File: src/rtl/des_block_engine_if.sv
// Host, block-RAM and DES-core signals of the DES block sequencer.
// master is the environment side (host, RAMs, core); slave is the engine.
interface des_block_engine_if #(
    parameter int ADDR_W = 9,
    parameter int CNT_W  = ADDR_W
);
    logic              start;
    logic              abort;
    logic              decrypt;
    logic              cbc;
    logic [63:0]       iv;
    logic [CNT_W-1:0]  num_blocks;
    logic [ADDR_W-1:0] ramI_addr;
    logic [31:0]       ramI_dout;
    logic [ADDR_W-1:0] ramO_addr;
    logic [31:0]       ramO_din;
    logic              ramO_we;
    logic [63:0]       des_in;
    logic [3:0]        des_round;
    logic              des_decrypt;
    logic [63:0]       des_out;
    logic              busy;
    logic              done;
    logic [CNT_W-1:0]  blocks_done;

    modport master (
        output start, abort, decrypt, cbc, iv, num_blocks, ramI_dout, des_out,
        input  ramI_addr, ramO_addr, ramO_din, ramO_we, des_in, des_round,
               des_decrypt, busy, done, blocks_done
    );

    modport slave (
        input  start, abort, decrypt, cbc, iv, num_blocks, ramI_dout, des_out,
        output ramI_addr, ramO_addr, ramO_din, ramO_we, des_in, des_round,
               des_decrypt, busy, done, blocks_done
    );
endinterface

File: src/rtl/des_block_engine.sv
// DES block sequencer: fetches 64-bit blocks as two 32-bit words, steps an external
// 16-round DES core, and writes results back as two words, with ECB/CBC chaining.
module des_block_engine #(
    parameter int ADDR_W = 9,
    parameter int CNT_W  = ADDR_W
) (
    input  logic              clk1,
    input  logic              reset,
    des_block_engine_if.slave bus
);

    localparam int DEPTH = 2 ** (ADDR_W - 1);
    localparam int NW    = ((CNT_W > ADDR_W) ? CNT_W : ADDR_W) + 1;

    typedef enum logic [3:0] {
        S_IDLE, S_LD0, S_LD1, S_LD2, S_RND, S_WR0, S_WR1, S_NXT, S_DONE
    } state_t;

    // A zero request means a full-depth run; oversize requests clamp to the depth.
    function automatic logic [NW-1:0] sat_blocks(input logic [CNT_W-1:0] n);
        logic [NW-1:0] n_w;
        n_w = NW'(n);
        if (n_w == '0 || n_w > NW'(DEPTH))
            return NW'(DEPTH);
        return n_w;
    endfunction

    state_t            state_q, state_d;
    logic              dec_q, dec_d;
    logic              cbc_q, cbc_d;
    logic [NW-1:0]     n_q, n_d;
    logic [63:0]       chain_q, chain_d;
    logic [63:0]       des_in_q, des_in_d;
    logic [3:0]        round_q, round_d;
    logic [ADDR_W-1:0] ramI_addr_q, ramI_addr_d;
    logic [ADDR_W-1:0] ramO_addr_q, ramO_addr_d;
    logic [CNT_W-1:0]  bdone_q, bdone_d;
    logic [31:0]       lo_q, lo_d;
    logic [63:0]       blk_q, blk_d;
    logic [63:0]       res_q, res_d;

    assign bus.ramI_addr   = ramI_addr_q;
    assign bus.ramO_addr   = ramO_addr_q;
    assign bus.des_in      = des_in_q;
    assign bus.des_round   = round_q;
    assign bus.des_decrypt = dec_q;
    assign bus.blocks_done = bdone_q;

    always_comb begin
        bus.busy     = 1'b0;
        bus.done     = 1'b0;
        bus.ramO_we  = 1'b0;
        bus.ramO_din = '0;
        case (state_q)
            S_LD0, S_LD1, S_LD2, S_RND, S_NXT: bus.busy = 1'b1;
            S_WR0: begin
                bus.busy     = 1'b1;
                bus.ramO_we  = 1'b1;
                bus.ramO_din = res_q[31:0];
            end
            S_WR1: begin
                bus.busy     = 1'b1;
                bus.ramO_we  = 1'b1;
                bus.ramO_din = res_q[63:32];
            end
            S_DONE:  bus.done = 1'b1;
            default: ;
        endcase
    end

    always_comb begin
        state_d     = state_q;
        dec_d       = dec_q;
        cbc_d       = cbc_q;
        n_d         = n_q;
        chain_d     = chain_q;
        des_in_d    = des_in_q;
        round_d     = round_q;
        ramI_addr_d = ramI_addr_q;
        ramO_addr_d = ramO_addr_q;
        bdone_d     = bdone_q;
        lo_d        = lo_q;
        blk_d       = blk_q;
        res_d       = res_q;
        if (bus.abort && state_q != S_IDLE) begin
            state_d = S_IDLE;
        end else begin
            case (state_q)
                S_IDLE: begin
                    if (bus.start) begin
                        state_d     = S_LD0;
                        dec_d       = bus.decrypt;
                        cbc_d       = bus.cbc;
                        chain_d     = bus.iv;
                        n_d         = sat_blocks(bus.num_blocks);
                        ramI_addr_d = '0;
                        ramO_addr_d = '0;
                        bdone_d     = '0;
                    end
                end
                S_LD0: begin
                    ramI_addr_d = ramI_addr_q + ADDR_W'(1);
                    state_d     = S_LD1;
                end
                S_LD1: begin
                    lo_d        = bus.ramI_dout;
                    ramI_addr_d = ramI_addr_q + ADDR_W'(1);
                    state_d     = S_LD2;
                end
                S_LD2: begin
                    blk_d    = {bus.ramI_dout, lo_q};
                    des_in_d = {bus.ramI_dout, lo_q} ^ ((cbc_q && !dec_q) ? chain_q : 64'd0);
                    round_d  = 4'd0;
                    state_d  = S_RND;
                end
                S_RND: begin
                    if (round_q == 4'd15) begin
                        res_d = bus.des_out ^ ((cbc_q && dec_q) ? chain_q : 64'd0);
                        // Decrypt chains on the raw ciphertext, encrypt on the core result.
                        if (cbc_q)
                            chain_d = dec_q ? blk_q : bus.des_out;
                        state_d = S_WR0;
                    end else begin
                        round_d = round_q + 4'd1;
                    end
                end
                S_WR0: begin
                    ramO_addr_d = ramO_addr_q + ADDR_W'(1);
                    state_d     = S_WR1;
                end
                S_WR1: begin
                    ramO_addr_d = ramO_addr_q + ADDR_W'(1);
                    state_d     = S_NXT;
                end
                S_NXT: begin
                    bdone_d = bdone_q + CNT_W'(1);
                    if (NW'(bdone_q) + NW'(1) == n_q)
                        state_d = S_DONE;
                    else
                        state_d = S_LD0;
                end
                S_DONE:  state_d = S_IDLE;
                default: state_d = S_IDLE;
            endcase
        end
    end

    always_ff @(posedge clk1) begin
        if (reset) begin
            state_q     <= S_IDLE;
            dec_q       <= 1'b0;
            cbc_q       <= 1'b0;
            n_q         <= '0;
            chain_q     <= '0;
            des_in_q    <= '0;
            round_q     <= '0;
            ramI_addr_q <= '0;
            ramO_addr_q <= '0;
            bdone_q     <= '0;
        end else begin
            state_q     <= state_d;
            dec_q       <= dec_d;
            cbc_q       <= cbc_d;
            n_q         <= n_d;
            chain_q     <= chain_d;
            des_in_q    <= des_in_d;
            round_q     <= round_d;
            ramI_addr_q <= ramI_addr_d;
            ramO_addr_q <= ramO_addr_d;
            bdone_q     <= bdone_d;
        end
    end

    // Block holding registers only carry data; control decides when they matter.
    always_ff @(posedge clk1) begin
        lo_q  <= lo_d;
        blk_q <= blk_d;
        res_q <= res_d;
    end

endmodule

File: src/flat_wrapper.sv
// flat-port wrapper written by rule: the top's interface ports become plain ports
module des_block_engine_flat 
#(
    parameter int ADDR_W = 9,
    parameter int CNT_W  = ADDR_W
)
  (clk1, reset, bus_start, bus_abort, bus_decrypt, bus_cbc, bus_iv, bus_num_blocks, bus_ramI_dout, bus_des_out, bus_ramI_addr, bus_ramO_addr, bus_ramO_din, bus_ramO_we, bus_des_in, bus_des_round, bus_des_decrypt, bus_busy, bus_done, bus_blocks_done);
  des_block_engine_if #(.ADDR_W(ADDR_W), .CNT_W(CNT_W)) bus_i ();
  input  logic clk1;
  input  logic reset;
  input wire logic [$bits(bus_i.start)-1:0] bus_start;
  input wire logic [$bits(bus_i.abort)-1:0] bus_abort;
  input wire logic [$bits(bus_i.decrypt)-1:0] bus_decrypt;
  input wire logic [$bits(bus_i.cbc)-1:0] bus_cbc;
  input wire logic [$bits(bus_i.iv)-1:0] bus_iv;
  input wire logic [$bits(bus_i.num_blocks)-1:0] bus_num_blocks;
  input wire logic [$bits(bus_i.ramI_dout)-1:0] bus_ramI_dout;
  input wire logic [$bits(bus_i.des_out)-1:0] bus_des_out;
  output wire logic [$bits(bus_i.ramI_addr)-1:0] bus_ramI_addr;
  output wire logic [$bits(bus_i.ramO_addr)-1:0] bus_ramO_addr;
  output wire logic [$bits(bus_i.ramO_din)-1:0] bus_ramO_din;
  output wire logic [$bits(bus_i.ramO_we)-1:0] bus_ramO_we;
  output wire logic [$bits(bus_i.des_in)-1:0] bus_des_in;
  output wire logic [$bits(bus_i.des_round)-1:0] bus_des_round;
  output wire logic [$bits(bus_i.des_decrypt)-1:0] bus_des_decrypt;
  output wire logic [$bits(bus_i.busy)-1:0] bus_busy;
  output wire logic [$bits(bus_i.done)-1:0] bus_done;
  output wire logic [$bits(bus_i.blocks_done)-1:0] bus_blocks_done;
  assign bus_i.start = bus_start;
  assign bus_i.abort = bus_abort;
  assign bus_i.decrypt = bus_decrypt;
  assign bus_i.cbc = bus_cbc;
  assign bus_i.iv = bus_iv;
  assign bus_i.num_blocks = bus_num_blocks;
  assign bus_i.ramI_dout = bus_ramI_dout;
  assign bus_i.des_out = bus_des_out;
  assign bus_ramI_addr = bus_i.ramI_addr;
  assign bus_ramO_addr = bus_i.ramO_addr;
  assign bus_ramO_din = bus_i.ramO_din;
  assign bus_ramO_we = bus_i.ramO_we;
  assign bus_des_in = bus_i.des_in;
  assign bus_des_round = bus_i.des_round;
  assign bus_des_decrypt = bus_i.des_decrypt;
  assign bus_busy = bus_i.busy;
  assign bus_done = bus_i.done;
  assign bus_blocks_done = bus_i.blocks_done;
  des_block_engine #(.ADDR_W(ADDR_W), .CNT_W(CNT_W)) u_core (.clk1(clk1), .reset(reset), .bus(bus_i));
endmodule
File: config.mk
export PLATFORM = sky130hd
export DESIGN_NAME = des_block_engine_flat
export DESIGN_NICKNAME = d
export VERILOG_FILES = /design/src/rtl/des_block_engine_if.sv /design/src/rtl/des_block_engine.sv /design/src/flat_wrapper.sv
export SDC_FILE = /design/constraint.sdc
export NUM_CORES = 1
export LEC_CHECK = 0
export ABC_AREA = 1
export BUFFER_PORTS_ARGS = -buffer_cell sky130_fd_sc_hd__buf_4
export CORE_MARGIN = 2
export CORE_UTILIZATION = 40
export CTS_CLUSTER_SIZE = 24
export DETAILED_ROUTE_END_ITERATION = 8
export HOLD_SLACK_MARGIN = 0.15
export PLACE_DENSITY_LB_ADDON = 0.12
export SLEW_MARGIN = 20
export SYNTH_ARGS = -nofsm -noshare
export SYNTH_HDL_FRONTEND = slang
export SYNTH_SLANG_ARGS = --single-unit
File: constraint.sdc
create_clock -name clk1 -period 7.6 [get_ports clk1]
set_input_delay 1.52 -clock clk1 [delete_from_list [all_inputs] [get_ports clk1]]
set_output_delay 1.52 -clock clk1 [all_outputs]
set_load 0.02 [all_outputs]
==> results.sh, run 1 <==
export IMPL_status="completed"
export IMPL_die_h_um=197.0
export IMPL_ctsResizeCount=0
export IMPL_grt_overflow=0
export IMPL_rrSetupSlack_ns=4.13
export IMPL_fin_crit_sh_pct=51.52
export IMPL_holdWs_ns=0.4685
export IMPL_maxCapViolCount=0
export IMPL_cts_buffer_depth=3
export IMPL_ctsHtreeMaxLevel=2
export IMPL_layout_drive_gt1_share_pct=20.50
export IMPL_clock_skew_final_ns=0.01829
export IMPL_hp_start="u_core.lo_q[14]"
export IMPL_cts_hold_buf=0
export IMPL_grt_max_degree=99
export IMPL_finalHoldViolations=0
export IMPL_synth_compound_area_share_pct=11.34
export IMPL_rsz0062_at_grt="no"
export IMPL_pwr_share_comb_pct=17.1
export IMPL_intPower_w=0.003283
export IMPL_reg2reg_from="u_core.state_q[3]"
export IMPL_track_usage_pct=22.57
export IMPL_postSynthCellCount=1668
export IMPL_antenna_found_initial=2
export IMPL_viasPerCell=5.224
export IMPL_remaining_drc_errors=0
export IMPL_first_pass_iters=5
export IMPL_fp_dieW_um=197.0
export IMPL_antenna_left=0
export IMPL_grt_pass1_wl_um=68380
export IMPL_syn_nets=1848
export IMPL_route_vias_total=12621
export IMPL_critPathArrivalTime_ns=2.40
export IMPL_power_frac_clock_pct=36.0
export IMPL_cts_tree="yes"
export IMPL_final_setup_tns_ns=0
export IMPL_dieArea_um2=38810
export IMPL_required_ns=6.08
export IMPL_post_cts_buffers=0
export IMPL_synth_seq_cells=334
export IMPL_holdPathStages=0
export IMPL_ys_types=34
export IMPL_worstPathCellList="inv_2, nor2_4, buf_4, nand3_1, inv_1, buf_4"
export IMPL_tightest_slew_ns=1.048
export IMPL_end_kind="output port"
export IMPL_area_growth_pct=24.76
export IMPL_place_area_um2=17460
export IMPL_seq_area_um2=8295
export IMPL_critPathLaunchType="flop"
export IMPL_synth_simple_area_share_pct=20.14
export IMPL_clk_pin_slew_ns=0.06
export IMPL_worstReg2RegEnd="u_core.chain_q[63]"
export IMPL_p_per_area_nw_per_um2=252.4
export IMPL_finalMaxSlewViolations=0
export IMPL_syn_avg_cell_area_um2=8.934
export IMPL_insertion_delay_ns=0.52
export IMPL_synthXorXnorAreaFrac_pct=8.086
export IMPL_clock_sinks=334
export IMPL_setup_viol=0
export IMPL_period_needed_ns=3.915
export IMPL_p_sw_share_pct=30.04
export IMPL_ys_seq_area_share_pct=55.62
export IMPL_fillers=3540
export IMPL_slowest_delay_ns=0.61
export IMPL_final_common_cell="nand2_1"
export IMPL_pin_count=306
export IMPL_cts_root_buf="clkbuf_16"
export IMPL_synthMuxAreaShare_pct=0
export IMPL_grt_pass1_vias=11929
export IMPL_place_gp_congestion=0.8320
export IMPL_row_count=70
export IMPL_cp_slowest_cell="buf_4"
export IMPL_hold_class="reg -> reg"
export IMPL_synthAdderAreaFrac_pct=0.4198
export IMPL_maxClockFrequency_mhz=255.4
export IMPL_leakage_nw=7.483
export IMPL_io_buffers=305
export IMPL_dp_hpwl_um=27680
export IMPL_r2r_cells=10
export IMPL_p_seq_share_pct=46.9
export IMPL_p_switching_w=0.001409
export IMPL_drt_iter0_drc=787
export IMPL_wl_per_cell_um=18.53
export IMPL_nNetsFinal=2097
export IMPL_synth_area_um2=14900
export IMPL_routed_wl_um=44780
export IMPL_hold_path_end="u_core.blk_q[14]"
export IMPL_numCtsBuffers=38
export IMPL_final_cell_mix="nand2_1 (494), buf_4 (317), dfxtp_1 (172), nand3_1 (164), edfxtp_1 (160)"
export IMPL_finalInstanceArea_um2=18590
export IMPL_initial_core_util_pct=40.70
export IMPL_cp_common_cell="buf_4"
export IMPL_relSlewSlack_pct=30.16
export IMPL_cp_max_fo=67
export IMPL_synth_top_family_by_area="simple AND/OR/NAND/NOR gates"
export IMPL_core_area_um2=36610
export IMPL_multi_input_area_um2=6011
export IMPL_peakVddDrop_mv=0.1450
export IMPL_critical_path_class="reg -> out"
export IMPL_yosys_warnings=0
## critical path: cells and delay by family, from the launching register on
family	cells	cell delay, ns
simple gates	2	0.46
flops	1	0.43
buf+inv	4	1.00
## how the worst max path moves through the flow
stage / end / cells past startpoint / slack (ns) / from
after floorplan: u_core.lo_q[0] / 1 / 2.46 / bus_abort
after global placement: u_core.chain_q[63] / 9 / 3.90 / bus_start
after detailed placement: u_core.chain_q[63] / 9 / 3.88 / bus_start
after CTS: bus_ramO_we / 6 / 3.66 / u_core.state_q[2]
after global routing: bus_ramO_we / 6 / 3.49 / u_core.state_q[2]
final: bus_ramO_we / 6 / 3.68 / u_core.state_q[2]
## cell families after synthesis
| logic type | count (synthesis) |
|---|---|
| AO/OA/AOI/OAI | 316 |
| XOR/XNOR | 136 |
| flip-flops | 334 |
| buffers and inverters | 158 |
| AND/OR/NAND/NOR | 719 |
| adder cells (fa/ha/maj) | 5 |
## final cells by class
cell class,instances,share of cell area [%]
Timing Repair Buffer,317,12.80
Clock buffer,53,5.640
Sequential cell,334,44.62
Antenna cell,2,0.02692
Inverter,50,1.023
Tap cell,468,3.150
Clock inverter,16,0.4105
Multi-Input combinational cell,1176,32.33
## synth_stat cells, drive strengths merged
cell type  number  area [um^2]
nand3b          1        7.510
clkbuf         76        285.3
a31oi          67        419.2
ha              5        62.56
edfxtp        160         4805
xor2           67        586.8
o21ai         149        745.7
nand2         498         1884
nor2           36        167.7
clkinv          2        7.510
nand3         164        820.8
buf            32        182.7
nor3           11        65.06
dfxtp         174         3483
a21oi          94        474.2
a211oi          2        15.01
inv            48        180.2
nor4            3        18.77
a32o            2        20.02
xnor2          68        595.6
nand4           6        37.54
o21bai          2        15.01
xnor3           1        22.52
## through the flow
stage               worst slack, ns  power, W  util [%]  cells
finish                        3.685  0.004692     50.78   2416
global route                  3.485  0.004914     50.78   2415
CTS                           3.664  0.004738     50.77   2414
detailed placement            3.876  0.003034     47.70   2345
global placement              3.898  0.003015     47.70   2345
floorplan                     2.456  0.002738         -   1668
## state kept, by name, summed over array words and instances, names as in the netlist
signal / flops
u_core.bus.blocks_done: 9
u_core.bus.des_decrypt: 1
u_core.blk_q: 64
u_core.bus.ramI_addr: 9
u_core.cbc_q: 1
u_core.bus.ramO_addr: 9
u_core.bus.des_round: 4
u_core.lo_q: 32
u_core.chain_q: 64
u_core.res_q: 64
u_core.n_q: 9
u_core.state_q: 4
u_core.bus.des_in: 64
## metal layers
metal / track usage [%] / up-vias / routed length [um]
met5: 0 / - / 0
li1: - / 6168 / -
met3: 4.166 / 56 / 3084
met1: 31.71 / 5973 / 20190
met2: 36.15 / 424 / 20730
met4: 5.514 / 0 / 773
## power by group through the flow
stage / registers, W / logic, W / clock network (W)
4_1_cts: 0.00220 / 0.000806 / 0.00174
2_1_floorplan: 0.00218 / 0.000554 / 0
6_report: 0.00220 / 0.000802 / 0.00169
3_5_place_dp: 0.00223 / 0.000802 / 0
5_1_grt: 0.00222 / 0.000889 / 0.00180
3_3_place_gp: 0.00223 / 0.000787 / 0
No activity file was read; power rests on OpenSTA's default activity.
==> run 2: changes to the inputs <==
--- a/config.mk
+++ b/config.mk
@@ -5,7 +5,7 @@
 export SDC_FILE = /design/constraint.sdc
 export NUM_CORES = 1
 export LEC_CHECK = 0
-export ABC_AREA = 1
+export ABC_AREA = 0
 export BUFFER_PORTS_ARGS = -buffer_cell sky130_fd_sc_hd__buf_4
 export CORE_MARGIN = 2
 export CORE_UTILIZATION = 40
==> constraint.sdc (replaced) <==
create_clock -name clk1 -period 3.6 [get_ports clk1]
set_input_delay 0.72 -clock clk1 [delete_from_list [all_inputs] [get_ports clk1]]
set_output_delay 0.72 -clock clk1 [all_outputs]
set_load 0.02 [all_outputs]
==> run 2 against run 1 <==
- first-iteration DRC count fell by 5.0%
- critical path depth fell by 1
- largest power group unchanged
- worst hold slack got worse by 0.066 ns
- setup slack got worse by 3.2 ns
==> results.sh, run 2 <==
export IMPL_synth_commonest_cells="nand2_1 (281), dfxtp_1 (174), edfxtp_1 (160), nor2_1 (99), a21oi_1 (92)"
export IMPL_finalHoldViolations=0
export IMPL_syn_nets=1600
export IMPL_postSynthCellCount=1420
export IMPL_peakVddDrop_mv=0.2846
export IMPL_antenna_left=0
export IMPL_cts_root_buf="clkbuf_16"
export IMPL_synthMuxAreaShare_pct=4.483
export IMPL_final_common_cell="buf_4"
export IMPL_cts_tree="yes"
export IMPL_slowest_delay_ns=0.80
export IMPL_post_place_ws_ns=1.000
export IMPL_critPathLaunchType="flop"
export IMPL_fillers=3285
export IMPL_post_synth_top_area_cell="edfxtp_1"
export IMPL_ys_types=54
export IMPL_rsz0062_at_grt="no"
export IMPL_area_growth_pct=27.36
export IMPL_cp_common_cell="buf_4"
export IMPL_clock_skew_final_ns=0.01734
export IMPL_numCtsBuffers=39
export IMPL_seq_area_um2=8292
export IMPL_hold_class="in -> reg"
export IMPL_cp_max_fo=16
export IMPL_end_kind="output port"
export IMPL_critical_path_class="reg -> out"
export IMPL_maxClockFrequency_mhz=316.3
export IMPL_routed_wl_um=42940
export IMPL_synth_simple_area_share_pct=13.76
export IMPL_grt_overflow=0
export IMPL_fp_dieW_um=196.1
export IMPL_cts_hold_buf=0
export IMPL_io_buffers=305
export IMPL_fin_crit_sh_pct=87.83
export IMPL_p_per_area_nw_per_um2=466.8
export IMPL_layout_drive_gt1_share_pct=23.34
export IMPL_maxCapViolCount=0
export IMPL_ys_flop_type="dfxtp_1"
export IMPL_status="completed"
export IMPL_row_count=70
export IMPL_leakage_nw=6.581
export IMPL_clk_pin_slew_ns=0.06
export IMPL_ctsHtreeMaxLevel=2
export IMPL_grt_pass1_vias=11203
export IMPL_ys_seq_area_share_pct=56.14
export IMPL_multi_input_area_um2=6116
export IMPL_remaining_drc_errors=0
export IMPL_antenna_found_initial=3
export IMPL_first_pass_iters=5
export IMPL_synthArstFlopShare_pct=0
export IMPL_synth_seq_cells=334
export IMPL_dieArea_um2=38460
export IMPL_pin_count=306
export IMPL_final_cell_mix="buf_4 (319), nand2_1 (281), dfxtp_1 (173), edfxtp_1 (160), nor2_1 (98)"
export IMPL_yosys_top_cells_area="edfxtp_1 (33%), dfxtp_1 (24%), nand2_1 (7.1%), xor2_1 (4.6%), mux2i_1 (4.4%)"
export IMPL_finalMaxSlewViolations=0
export IMPL_yosys_warnings=0
export IMPL_final_core_util_pct=51.60
export IMPL_grt_max_degree=130
export IMPL_viasPerCell=5.209
export IMPL_path_buf_inv=2
export IMPL_dp_hpwl_um=27930
export IMPL_syn_avg_cell_area_um2=10.40
export IMPL_critPathTopFamily="flip-flops"
export IMPL_synthAdderAreaFrac_pct=0.4238
export IMPL_nNetsFinal=1869
export IMPL_required_ns=2.88
export IMPL_synth_edf_count=160
export IMPL_critPathArrivalTime_ns=2.44
export IMPL_final_setup_tns_ns=0
export IMPL_core_area_um2=36430
export IMPL_wl_per_cell_um=19.63
export IMPL_synth_top_area_share_pct=32.55
export IMPL_cp_slowest_cell="dfxtp_1"
export IMPL_synth_most_common_cell="nand2_1"
export IMPL_cts_buffer_depth=3
export IMPL_tightest_slew_ns=0.9699
export IMPL_period_needed_ns=3.162
export IMPL_track_usage_pct=21.89
export IMPL_synthXorXnorAreaFrac_pct=8.840
export IMPL_worstPathCellList="nand2b_1, nor2_4, buf_4, a22o_1, buf_4"
export IMPL_setup_viol=0
export IMPL_synth_area_um2=14760
export IMPL_synth_compound_area_share_pct=13.48
export IMPL_place_gp_congestion=0.7992
export IMPL_holdWs_ns=0.4026
export IMPL_drt_iter0_drc=748
export IMPL_route_vias_total=11397
export IMPL_insertion_delay_ns=0.52
export IMPL_post_cts_buffers=0
export IMPL_synth_top_family_by_area="simple AND/OR/NAND/NOR gates"
export IMPL_ctsResizeCount=0
export IMPL_initial_core_util_pct=40.52
export IMPL_relSlewSlack_pct=35.34
export IMPL_die_h_um=196.1
export IMPL_clock_sinks=334
export IMPL_grt_pass1_wl_um=65310
export IMPL_setup_ws_ns=0.4380
-- run 2: cell types whose count changed after synthesis, sizes merged, moves of 65 or more --
cell and delta:
o211ai +65, nand3 -155, o21ai -130, a31oi -65, mux2i +65, nand2 -217
-- run 2: final timing paths --
| path | cells past startpoint | slack [ns] | endpoint | start |
|---|---|---|---|---|
| max | 5 | 0.44 | bus_ramO_din[21] | u_core.state_q[0] |
| min reg2reg | 2 | 0.46 | u_core.n_q[1] | u_core.n_q[1] |
| max reg2reg | 5 | 1.06 | u_core.bus.ramO_addr[4] | u_core.state_q[0] |
| min | 1 | 0.40 | u_core.blk_q[34] | bus_ramI_dout[2] |
-- run 2: logic make-up after synthesis --
logic type	Yosys count
xor gates and xnor gates	149
AOI/OAI and AO/OA	292
buffers and inverters	103
and+or+nand+nor	471
muxes	66
adders and majority gates	5
DFF	334
-- run 2: through the flow --
step / instance area, um^2 / power, W / std cells
after CTS: 18800 / 0.008872 / 2186
after global placement: 17540 / 0.004936 / 2116
after detailed placement: 17540 / 0.004952 / 2116
after floorplan: 14770 / 0.004595 / 1420
final: 18800 / 0.008776 / 2188
after global routing: 18800 / 0.009105 / 2188
-- run 2: where the power goes --
group | internal, W | switching (W) | leakage [nW]
Combinational | 0.000327 | 0.000401 | 3.11
Clock | 0.00236 | 0.00155 | 0.622
Sequential | 0.00406 | 0.0000791 | 2.85
Total | 0.00674 | 0.00203 | 6.58
-- run 2: final cells by class --
type	count	area share (%)
tap	468	3.114
clock inverter	20	1.071
inverter	5	0.09982
sequential	334	44.10
antenna	2	0.02662
multi-input combinational	983	32.53
clock buffer	50	5.623
timing repair buffer	326	13.44
-- run 2: worst reg2reg max path: stages, from the launching register on --
cell and delay (ns):
dfxtp_1 0.80, nor3_2 0.20, nand2_1 0.42, nand2b_1 0.39, or4_1 0.59, o21ai_1 0.08
-- run 2: routing by layer --
metal / track usage (%) / wire length [um] / up-vias
li1: - / - / 5575
met1: 28.98 / 18960 / 5446
met2: 35.80 / 20210 / 312
met3: 5.071 / 2806 / 62
met4: 6.566 / 956 / 2
met5: 0 / 10 / -
==> run 3: changes to the inputs <==
--- a/config.mk
+++ b/config.mk
@@ -7,9 +7,8 @@
 export LEC_CHECK = 0
 export ABC_AREA = 0
 export BUFFER_PORTS_ARGS = -buffer_cell sky130_fd_sc_hd__buf_4
-export CORE_MARGIN = 2
 export CORE_UTILIZATION = 40
-export CTS_CLUSTER_SIZE = 24
+export CTS_CLUSTER_SIZE = 40
 export DETAILED_ROUTE_END_ITERATION = 8
 export HOLD_SLACK_MARGIN = 0.15
 export PLACE_DENSITY_LB_ADDON = 0.12
==> constraint.sdc (replaced) <==
create_clock -name clk1 -period 3.6 [get_ports clk1]
set_input_delay 0.72 -clock clk1 [delete_from_list [all_inputs] [get_ports clk1]]
set_output_delay 0.72 -clock clk1 [all_outputs]
set_load 0.005 [all_outputs]
==> run 3 against run 2 <==
- non-clock buffer count did not move
- setup slack improved by 0.070 ns
- worst hold slack barely moved
- routed wire length about the same
- cell count decreased by 0.14%
- fmax increased by 2.3%
- flip-flop and latch count stayed put
- via count up 0.38%
- critical path type unchanged
- largest cell class unchanged
- largest power group unchanged
- highest routed layer is now met4
==> results.sh, run 3 (synthesis gave the netlist of run 2 again) <==
export IMPL_status="completed"
export IMPL_post_cts_buffers=0
export IMPL_first_pass_iters=6
export IMPL_core_area_um2=35910
export IMPL_row_count=69
export IMPL_rsz0062_at_grt="no"
export IMPL_p_per_area_nw_per_um2=453.0
export IMPL_dieArea_um2=37680
export IMPL_routed_wl_um=42900
export IMPL_route_vias_total=11440
export IMPL_insertion_delay_ns=0.52
export IMPL_post_place_ws_ns=1.029
export IMPL_clock_sinks=334
export IMPL_maxClockFrequency_mhz=323.4
export IMPL_ctsResizeCount=0
export IMPL_finalHoldViolations=0
export IMPL_viasPerCell=5.236
export IMPL_cp_max_fo=17
export IMPL_grt_max_degree=101
export IMPL_cts_hold_buf=0
export IMPL_setup_viol=0
export IMPL_maxCapViolCount=0
export IMPL_rrSetupSlack_ns=1.16
export IMPL_cp_slowest_cell="dfxtp_1"
export IMPL_initial_core_util_pct=41.11
export IMPL_drt_iter0_drc=685
export IMPL_leakage_nw=6.515
export IMPL_critical_path_class="reg -> out"
export IMPL_period_needed_ns=3.092
export IMPL_final_common_cell="buf_4"
export IMPL_final_cell_mix="buf_4 (320), nand2_1 (281), dfxtp_1 (173), edfxtp_1 (160), nor2_1 (98)"
export IMPL_cts_tree="yes"
export IMPL_required_ns=2.88
export IMPL_critPathTopFamily="flip-flops"
export IMPL_ctsHtreeMaxLevel=2
export IMPL_slowest_delay_ns=0.76
export IMPL_multi_input_area_um2=6110
export IMPL_remaining_drc_errors=0
export IMPL_finalMaxSlewViolations=0
export IMPL_critPathLaunchType="flop"
export IMPL_tightest_slew_ns=0.8160
export IMPL_die_h_um=194.1
export IMPL_setup_ws_ns=0.5076
export IMPL_worstPathCellList="nand2b_1, nor2_4, buf_4, a22o_1, buf_4"
export IMPL_cts_root_buf="clkbuf_16"
export IMPL_track_usage_pct=22.29
export IMPL_cp_common_cell="buf_4"
export IMPL_relSlewSlack_pct=45.60
export IMPL_fp_dieW_um=194.1
export IMPL_path_buf_inv=2
export IMPL_io_buffers=305
export IMPL_final_setup_tns_ns=0
export IMPL_end_kind="output port"
export IMPL_clock_skew_final_ns=0.01071
export IMPL_power_total_w=0.008458
export IMPL_clk_pin_slew_ns=0.05
export IMPL_numCtsBuffers=39
export IMPL_layout_drive_gt1_share_pct=22.79
export IMPL_antenna_found_initial=4
export IMPL_place_gp_congestion=0.8094
export IMPL_dp_hpwl_um=27300
export IMPL_seq_area_um2=8292
export IMPL_wl_per_cell_um=19.63
export IMPL_critPathArrivalTime_ns=2.37
export IMPL_antenna_left=0
export IMPL_fillers=3323
export IMPL_grt_pass1_vias=11138
export IMPL_hold_class="in -> reg"
export IMPL_fin_crit_sh_pct=85.90
export IMPL_grt_overflow=0
export IMPL_nNetsFinal=1869
export IMPL_grt_pass1_wl_um=65480
export IMPL_peakVddDrop_mv=0.3859
export IMPL_pin_count=306
export IMPL_area_growth_pct=26.47
export IMPL_cts_buffer_depth=3
-- run 3: layout make-up --
cell class              instances  area share [%]
multi-input cells             983           32.72
inverters                       5          0.1005
well taps                     461           3.089
diodes                          4         0.05361
flip-flops and latches        334           44.41
clock inverters                12          0.3485
repair buffers                326           13.46
clock buffers                  60           5.810
-- run 3: worst register-to-register path, delay by kind of cell, from the launching register on --
kind	cells	cell delay, ns
flops	1	0.76
simple gates	4	1.55
compound gates	1	0.08
-- run 3: layer usage --
metal / global-route usage [%] / up-vias / wire (um)
met3: 5.862 / 52 / 3220
met1: 30.03 / 5457 / 19150
met2: 35.61 / 347 / 19850
met4: 5.350 / 0 / 688
met5: 0 / - / 0
li1: - / 5584 / -
-- run 3: final timing paths --
check / cells past startpoint / to / start
worst max-delay path: 5 / bus_ramO_din[16] / u_core.state_q[0]
worst min-delay path: 1 / u_core.blk_q[47] / bus_ramI_dout[15]
worst max register to register: 5 / u_core.bus.ramO_addr[4] / u_core.state_q[0]
worst min register to register: 2 / u_core.n_q[1] / u_core.n_q[1]
-- run 3: per-stage QoR --
step	hold WS (ns)	std cells	utilization, %	area (um^2)
after floorplan	0.4436	1420	-	14770
after global placement	0.4505	2109	48.76	17510
after detailed placement	0.4572	2109	48.76	17510
after CTS	0.3828	2181	51.96	18660
after global routing	0.3824	2184	51.98	18670
final	0.4028	2185	51.99	18670
-- run 3: power breakdown --
part / internal (W) / switching (W) / total, W
clock: 0.00208 / 0.00152 / 0.00360
combinational: 0.000324 / 0.000405 / 0.000729
sequential: 0.00406 / 0.0000667 / 0.00413
total: 0.00646 / 0.00200 / 0.00846
